===== config.mk =====
export PLATFORM = sky130hd
export DESIGN_NAME = mul_share_ctrl
export DESIGN_NICKNAME = d
export VERILOG_FILES = /design/src/rtl/mul_share_pkg.sv /design/src/rtl/mul_rr_arb.sv /design/src/rtl/mul_share_ctrl.sv
export SDC_FILE = /design/constraint.sdc
export NUM_CORES = 1
export LEC_CHECK = 0
export CORE_AREA = 10 10 68 70
export DETAILED_ROUTE_END_ITERATION = 8
export DIE_AREA = 0 0 78 80
export MAX_ROUTING_LAYER = met4
export PLACE_DENSITY_LB_ADDON = 0.2
export SLEW_MARGIN = 15
export SYNTH_ARGS = -nofsm -noshare
export SYNTH_HDL_FRONTEND = slang
export SYNTH_SLANG_ARGS = --single-unit

===== constraint.sdc =====
create_clock -name clk_system -period 5.14 [get_ports clk_system]
set_input_delay 1.285 -clock clk_system [delete_from_list [all_inputs] [get_ports clk_system]]
set_output_delay 1.285 -clock clk_system [all_outputs]
set_load 0.005 [all_outputs]

===== src/rtl/mul_share_pkg.sv =====
// Shared types and defaults for the mul_share_ctrl block.
//   state_t  : sequencer states IDLE -> LOAD -> MULT -> RESP
//   OP_W_DEF : default operand width
//   NREQ_DEF : requester count (fixed at 2)
//   prod_w() : product width for a given operand width
package mul_share_pkg;

  typedef enum logic [1:0] {IDLE, LOAD, MULT, RESP} state_t;

  localparam int unsigned OP_W_DEF = 8;
  localparam int unsigned NREQ_DEF = 2;

  function automatic int unsigned prod_w(input int unsigned op_w);
    return 2 * op_w;
  endfunction

endpackage


===== src/rtl/mul_rr_arb.sv =====
// Two-way round-robin arbiter holding the priority pointer.
//   clk_system : clock, rising edge
//   rst_system : synchronous active-high reset (ptr -> 0)
//   req        : request vector
//   advance    : a grant is being taken this cycle; update the pointer
//   gnt        : one-hot grant (zero when no request)
//   idx        : index of the granted requester
module mul_rr_arb (
  input  logic       clk_system,
  input  logic       rst_system,
  input  logic [1:0] req,
  input  logic       advance,
  output logic [1:0] gnt,
  output logic       idx
);

  logic ptr;

  always_comb begin
    idx = 1'b0;
    gnt = 2'b00;
    if (req == 2'b11) begin
      idx = ptr;
    end else begin
      idx = req[1];
    end
    if (req != 2'b00) begin
      gnt = idx ? 2'b10 : 2'b01;
    end
  end

  // After any grant the other requester gets priority, whether or not it
  // was requesting.
  always_ff @(posedge clk_system) begin
    if (rst_system) begin
      ptr <= 1'b0;
    end else if (advance) begin
      ptr <= ~idx;
    end
  end

endmodule


===== src/rtl/mul_share_ctrl.sv =====
// Sequencer/arbiter sharing one registered multiplier datapath between two
// requesters. Operands are granted round-robin, loaded into the external
// operand registers, and the registered product is returned with the owner id.
//   clk_system  : clock, rising edge
//   rst_system  : synchronous active-high reset
//   req_valid   : per-requester operand pair valid
//   req_a/req_b : packed operands, slice i belongs to requester i
//   req_ready   : one-hot accept (IDLE only)
//   mul_ea/eb   : operand register load enables
//   mul_a/mul_b : operand register D inputs
//   mul_product : product register Q output
//   rsp_valid/rsp_ready/rsp_id/rsp_data : response handshake
//   busy        : high outside IDLE
// Optional: define MUL_SHARE_PERF_CNT_EN to add done_cnt0/done_cnt1, 16-bit
// wrapping counts of completed responses per requester.
module mul_share_ctrl
  import mul_share_pkg::*;
#(
  parameter int unsigned OP_W = OP_W_DEF,
  parameter int unsigned NREQ = NREQ_DEF
) (
  input  logic                    clk_system,
  input  logic                    rst_system,
  input  logic [NREQ-1:0]         req_valid,
  input  logic [NREQ*OP_W-1:0]    req_a,
  input  logic [NREQ*OP_W-1:0]    req_b,
  output logic [NREQ-1:0]         req_ready,
  output logic                    mul_ea,
  output logic                    mul_eb,
  output logic [OP_W-1:0]         mul_a,
  output logic [OP_W-1:0]         mul_b,
  input  logic [prod_w(OP_W)-1:0] mul_product,
  output logic                    rsp_valid,
  input  logic                    rsp_ready,
  output logic                    rsp_id,
  output logic [prod_w(OP_W)-1:0] rsp_data,
  output logic                    busy
`ifdef MUL_SHARE_PERF_CNT_EN
  ,
  output logic [15:0]             done_cnt0,
  output logic [15:0]             done_cnt1
`endif
);

  state_t     state;
  state_t     state_nxt;
  logic       owner;
  logic       advance;
  logic [1:0] gnt;
  logic       idx;

  mul_rr_arb u_arb (
    .clk_system (clk_system),
    .rst_system (rst_system),
    .req        (req_valid),
    .advance    (advance),
    .gnt        (gnt),
    .idx        (idx)
  );

  // Grants are suppressed while reset is asserted so a requester never sees
  // a handshake that the sequencer then discards.
  always_comb begin
    state_nxt = state;
    req_ready = '0;
    mul_ea    = 1'b0;
    mul_eb    = 1'b0;
    mul_a     = '0;
    mul_b     = '0;
    advance   = 1'b0;
    case (state)
      IDLE: begin
        if ((|req_valid) && !rst_system) begin
          req_ready = gnt;
          mul_ea    = 1'b1;
          mul_eb    = 1'b1;
          mul_a     = idx ? req_a[2*OP_W-1:OP_W] : req_a[OP_W-1:0];
          mul_b     = idx ? req_b[2*OP_W-1:OP_W] : req_b[OP_W-1:0];
          advance   = 1'b1;
          state_nxt = LOAD;
        end
      end
      LOAD:    state_nxt = MULT;
      MULT:    state_nxt = RESP;
      RESP:    if (rsp_ready) state_nxt = IDLE;
      default: state_nxt = IDLE;
    endcase
  end

  always_ff @(posedge clk_system) begin
    if (rst_system) begin
      state     <= IDLE;
      owner     <= 1'b0;
      rsp_valid <= 1'b0;
      rsp_id    <= 1'b0;
      rsp_data  <= '0;
    end else begin
      state <= state_nxt;
      if (advance) begin
        owner <= idx;
      end
      if (state == MULT) begin
        rsp_data  <= mul_product;
        rsp_id    <= owner;
        rsp_valid <= 1'b1;
      end else if (state == RESP && rsp_ready) begin
        rsp_valid <= 1'b0;
      end
    end
  end

  assign busy = (state != IDLE);

`ifdef MUL_SHARE_PERF_CNT_EN
  always_ff @(posedge clk_system) begin
    if (rst_system) begin
      done_cnt0 <= '0;
      done_cnt1 <= '0;
    end else if (rsp_valid && rsp_ready) begin
      if (rsp_id) begin
        done_cnt1 <= done_cnt1 + 16'd1;
      end else begin
        done_cnt0 <= done_cnt0 + 16'd1;
      end
    end
  end
`endif

endmodule

# Word level (Yosys, flattened, before mapping)
# Cells that the tools add are included.
# totals
regBits	22
in_bits	53
wordCells	40
# classes
n_bitwise	1
muxes	18
reduce_logical	9
n_eq_ne	6
# op_table
operator	n
$mux W8	6
$mux W2	6
$pmux W2 S4	1
$eq A2 B2 Y1 const B	3
$reduce_bool A2 Y1	3
$mux W1	5
$ne A2 B2 Y1 const B	2
$eq A2 B1 Y1 const B	1
$logic_and A1 B1 Y1	2
$logic_not A2 Y1	1
$reduce_and A2 Y1	1
$reduce_or A2 Y1	1
$logic_not A1 Y1	1
$not A1 Y1	1

# Depth between registers and ports, before layout
# depth
ltp_word	6
ltp_mapped	6
ltp_nobuf	5

# Cells and area by module
# A second synthesis with hierarchy kept.
# unflattened
hier_cells	129
hier_area_um2	1171.1
# by_module_without_submodules
module	area_each_um2	cells_each	n_inst
mul_share_ctrl	1096.1	122	1
mul_rr_arb	75.1	7	1

# Worst setup path before layout
# OpenSTA, ideal clock, no wires.
# synth_timing
path_kind	in2out
startpoint	in rst_system
endpoint	out mul_a[3]
cell_stages	4
path_buffers	1
path_slack_ps	1880
required_ps	3855
arrival_time_ps	1975
path_cell_list	nand3b_1 -> a21oi_4 -> buf_6 -> a22o_1
# synth_between
elab_chain_len	4
# synth_rtl
item	line_no	text
start, declared	mul_share_ctrl.sv:23	input logic rst_system,
$logic_not A1 Y1	mul_share_ctrl.sv:73	if ((|req_valid) && !rst_system) begin
$logic_and A1 B1 Y1	mul_share_ctrl.sv:73	
$mux W8	mul_share_ctrl.sv:73	
$mux W8	mul_share_ctrl.sv:71	case (state)
end, declared	mul_share_ctrl.sv:30	output logic [OP_W-1:0] mul_a,
# No other way between the ends.

# Worst setup path after layout
# layout_timing
startpoint	in rst_system
endpoint	out mul_b[0]
# layout_between
elab_chain_len	4
# layout_rtl
item	line_no	text
$logic_not A1 Y1	mul_share_ctrl.sv:73	
$logic_and A1 B1 Y1	mul_share_ctrl.sv:73	
$mux W8	mul_share_ctrl.sv:73	
$mux W8	mul_share_ctrl.sv:71	
end, declared	mul_share_ctrl.sv:31	output logic [OP_W-1:0] mul_b,
# No other way between the ends.

==> flow_summary.ini <==
[layout]
antennaDiodeCount = 0
area_delta_synth_final_pct = 86.85
fillCellCount = 309
utilization_pct = 61.14
fin_nets = 255
drive_gt1_share_pct = 3.553

[cts]
ctsRootBufferMaster = clkbuf_4
cts_resized = 0
clockBufferDepth = 2
htree_levels = 1
cts_tree = done
clkSinkCount = 22
cts_hold_buf = 0
clock_latency_ps = 290
postCtsSetupBuffers = 0
cts_made_buffers = 3
clk_pin_slew_ps = 110

[sta]
min_period_ps = 4403
slew_headroom_pct = 30.85
min_period_over_period_pct = 85.65
slew_viol_final = 0
clock_skew_ps = 2.217
grt_setup_unrepaired = no
hold_viol_final = 0
setup_viol = 0
fmax_ghz = 0.2271
worstMarginPinSlew_ps = 1037
fin_setup_tns_ps = 0

[job]
maxCapViolCount = 0

[pwr]
ir_worst_vdd_mv = 0.1914
power_leakage_nw = 0.7604
clkPwrFrac_pct = 11.1
pwr_density_cell_nw_per_um2 = 326.6
pwr-share-comb_pct = 54.1
p_sw_uw = 206.4
finalPower_uw = 655.9
power_frac_seq_pct = 34.8
swShare_pct = 31.47
intPower_uw = 449.5

[grt]
grt_pass1_wl_mm = 6.279
grt_start_max_net_pins = 23
antenna_found_initial = 0
grt_usage_pct = 12.69
grt_overflow = 0
grt_pass1_vias = 1215

[detailed_routing]
postRouteAntennaNets = 0
vias = 1133
wl_per_cell_um = 16.59
drtPass1Iterations = 4
wl_mm = 4.031
drc = 0
drt_iter0_drc = 15
vias_per_cell = 4.663

[worst_setup_path]
slowest_stage = clkdlybuf4s50_1
r2r_slack_ps = 3420
cp_cell_sequence = clkdlybuf4s50_1, buf_4, inv_1, and4_4, a22o_1, clkdlybuf4s50_1
arrival_ps = 3120
crit_path_start_kind = input port
critPathTopFamily = buffers and inverters
crit_end = mul_b[0]
rr_worst_depth = 4
crit_buf_inv = 4
r2r_start = state[0]$_SDFFE_PP0P_
startpoint = rst_system
reg2reg_to = state[0]$_SDFFE_PP0P_
path_common_cell = clkdlybuf4s50_1
crit_path_end_kind = output pin
slowest_delay_ps = 530
cp_max_fo = 22
crit_cells = 6
crit_required_ps = 3860
crit_type = input port to output pin

[floorplan]
die-area_um2 = 6240
placementRows = 21
fp.dieW_um = 78
num_io_pins = 92
initial_core_util_pct = 32.72
die_y_um = 80
core_area_um2 = 3284

[synthesis]
synthesis.nets = 166
seq_area_frac_synth_pct = 40.98
netlist_instances = 110
syn_avg_cell_area_um2 = 9.771
yosysWarnings = 0
netlist_area_um2 = 1075
ys_seq_elements = 22
synth_cell_types = 23

[place]
io_buffers = 91
gp_congestion = 0.8078
dp_hpwl_mm = 3.445

[outcome]
outcome = finished, final reports clean

[min_path]
hold_path.class = flip-flop to flip-flop
[cell type report]
type	instances	area, um^2	share of cell area, %
clock buffer	3	22.52	1.121
inverter	4	15.01	0.7477
multi-input combinational	76	554.3	27.60
sequential	22	440.4	21.93
tap	46	57.56	2.866
timing repair buffer	92	918.4	45.73
[per-stage QoR]
stage	instances	worst slack, ps	area [um^2]	hold slack [ps]
2_1_floorplan	110	1880	1075	453.5
3_5_place_dp	240	739.5	1986	479.7
5_1_grt	243	648.1	2008	540.1
3_3_place_gp	240	790.0	1986	474.8
4_1_cts	243	728.4	2008	509.5
6_report	243	737.4	2008	501.9
[worst register-to-register path: cells and delay by family (launching register included)]
kind,cells,cell delay (ps)
compound gates,1,130
fa+ha+maj,1,550
flops,1,370
buf+inv,1,70
simple gates,1,500
[routing by layer]
layer / track usage [%] / share of wire (%) / vias to the layer above
li1: - / - / 559
met3: 4.505 / 10 / 2
met5: - / 0 / -
met4: 2.688 / 0.42 / 0
met2: 20.23 / 43 / 76
met1: 15.10 / 46 / 496
[sequential cells by signal (all words and copies together) (netlist names)]
register   count
rsp_id         1
owner          1
rsp_valid      1
rsp_data      16
u_arb.ptr      1
state          2
[how the worst min path moves through the flow]
stage / startpoint / endpoint / slack, ps / depth (start not counted)
CTS: owner$_SDFFE_PP0P_ / owner$_SDFFE_PP0P_ / 510 / 2
detailed placement: rsp_valid$_SDFFE_PP0P_ / rsp_valid$_SDFFE_PP0P_ / 480 / 2
global placement: rsp_valid$_SDFFE_PP0P_ / rsp_valid$_SDFFE_PP0P_ / 470 / 2
floorplan: owner$_SDFFE_PP0P_ / owner$_SDFFE_PP0P_ / 450 / 2
global route: state[1]$_SDFFE_PP0P_ / state[1]$_SDFFE_PP0P_ / 540 / 2
finish: rsp_valid$_SDFFE_PP0P_ / rsp_valid$_SDFFE_PP0P_ / 500 / 2
[power groups by stage]
| stage | Clock, mW | Sequential, mW | Combinational (mW) |
|---|---|---|---|
| after floorplan | 0 | 0.232 | 0.179 |
| after detailed placement | 0 | 0.232 | 0.359 |
| after CTS | 0.0766 | 0.229 | 0.361 |
| after global placement | 0 | 0.232 | 0.351 |
| final | 0.0730 | 0.228 | 0.355 |
| after global routing | 0.0854 | 0.234 | 0.391 |
[kinds of logic (layout without fill, tap and decap cells)]
| logic type | after synthesis | in the layout | synth area share (%) |
|---|---|---|---|
| compound gates | 22 | 22 | 17.69 |
| buf+inv | 12 | 99 | 7.449 |
| flops | 22 | 22 | 40.98 |
| mux | 18 | 18 | 16.76 |
| fa+ha+maj | 3 | 3 | 3.493 |
| simple gates | 33 | 33 | 13.62 |
[synth_stat cells, drive strengths merged]
cell type	number	area, um^2
clkbuf	2	7.510
ha	3	37.54
nor2	20	75.07
and4	1	11.26
nand2	6	22.52
buf	6	57.54
or2	1	6.260
or3	1	6.260
mux2i	18	180.2
dfxtp	22	440.4
nor3	1	5.000
nor2b	1	6.260
a21oi	4	31.28
a22o	16	140.1
nand2b	1	6.260
o211a	1	10.01
a32oi	1	8.760
nand3b	1	7.510
inv	4	15.01
[placed cells by master, fill, tap and decap left out]
master / netlist / routed
a21oi_1: 3 / 3
dfxtp_1: 22 / 22
clkdlybuf4s50_1: 0 / 91
or3_1: 1 / 1
ha_1: 3 / 3
mux2i_1: 18 / 18
nand3b_1: 1 / 1
a22o_1: 16 / 16
o211a_1: 1 / 1
nor2b_1: 1 / 1
nand2b_1: 1 / 1
clkbuf_4: 0 / 3
and4_4: 1 / 1
nor2_1: 20 / 20
nor3_1: 1 / 1
buf_4: 2 / 1
inv_1: 4 / 4
or2_2: 1 / 1
nand2_1: 6 / 6
a32oi_1: 1 / 1
a21oi_4: 1 / 1
No activity file was read; power rests on OpenSTA's default activity.
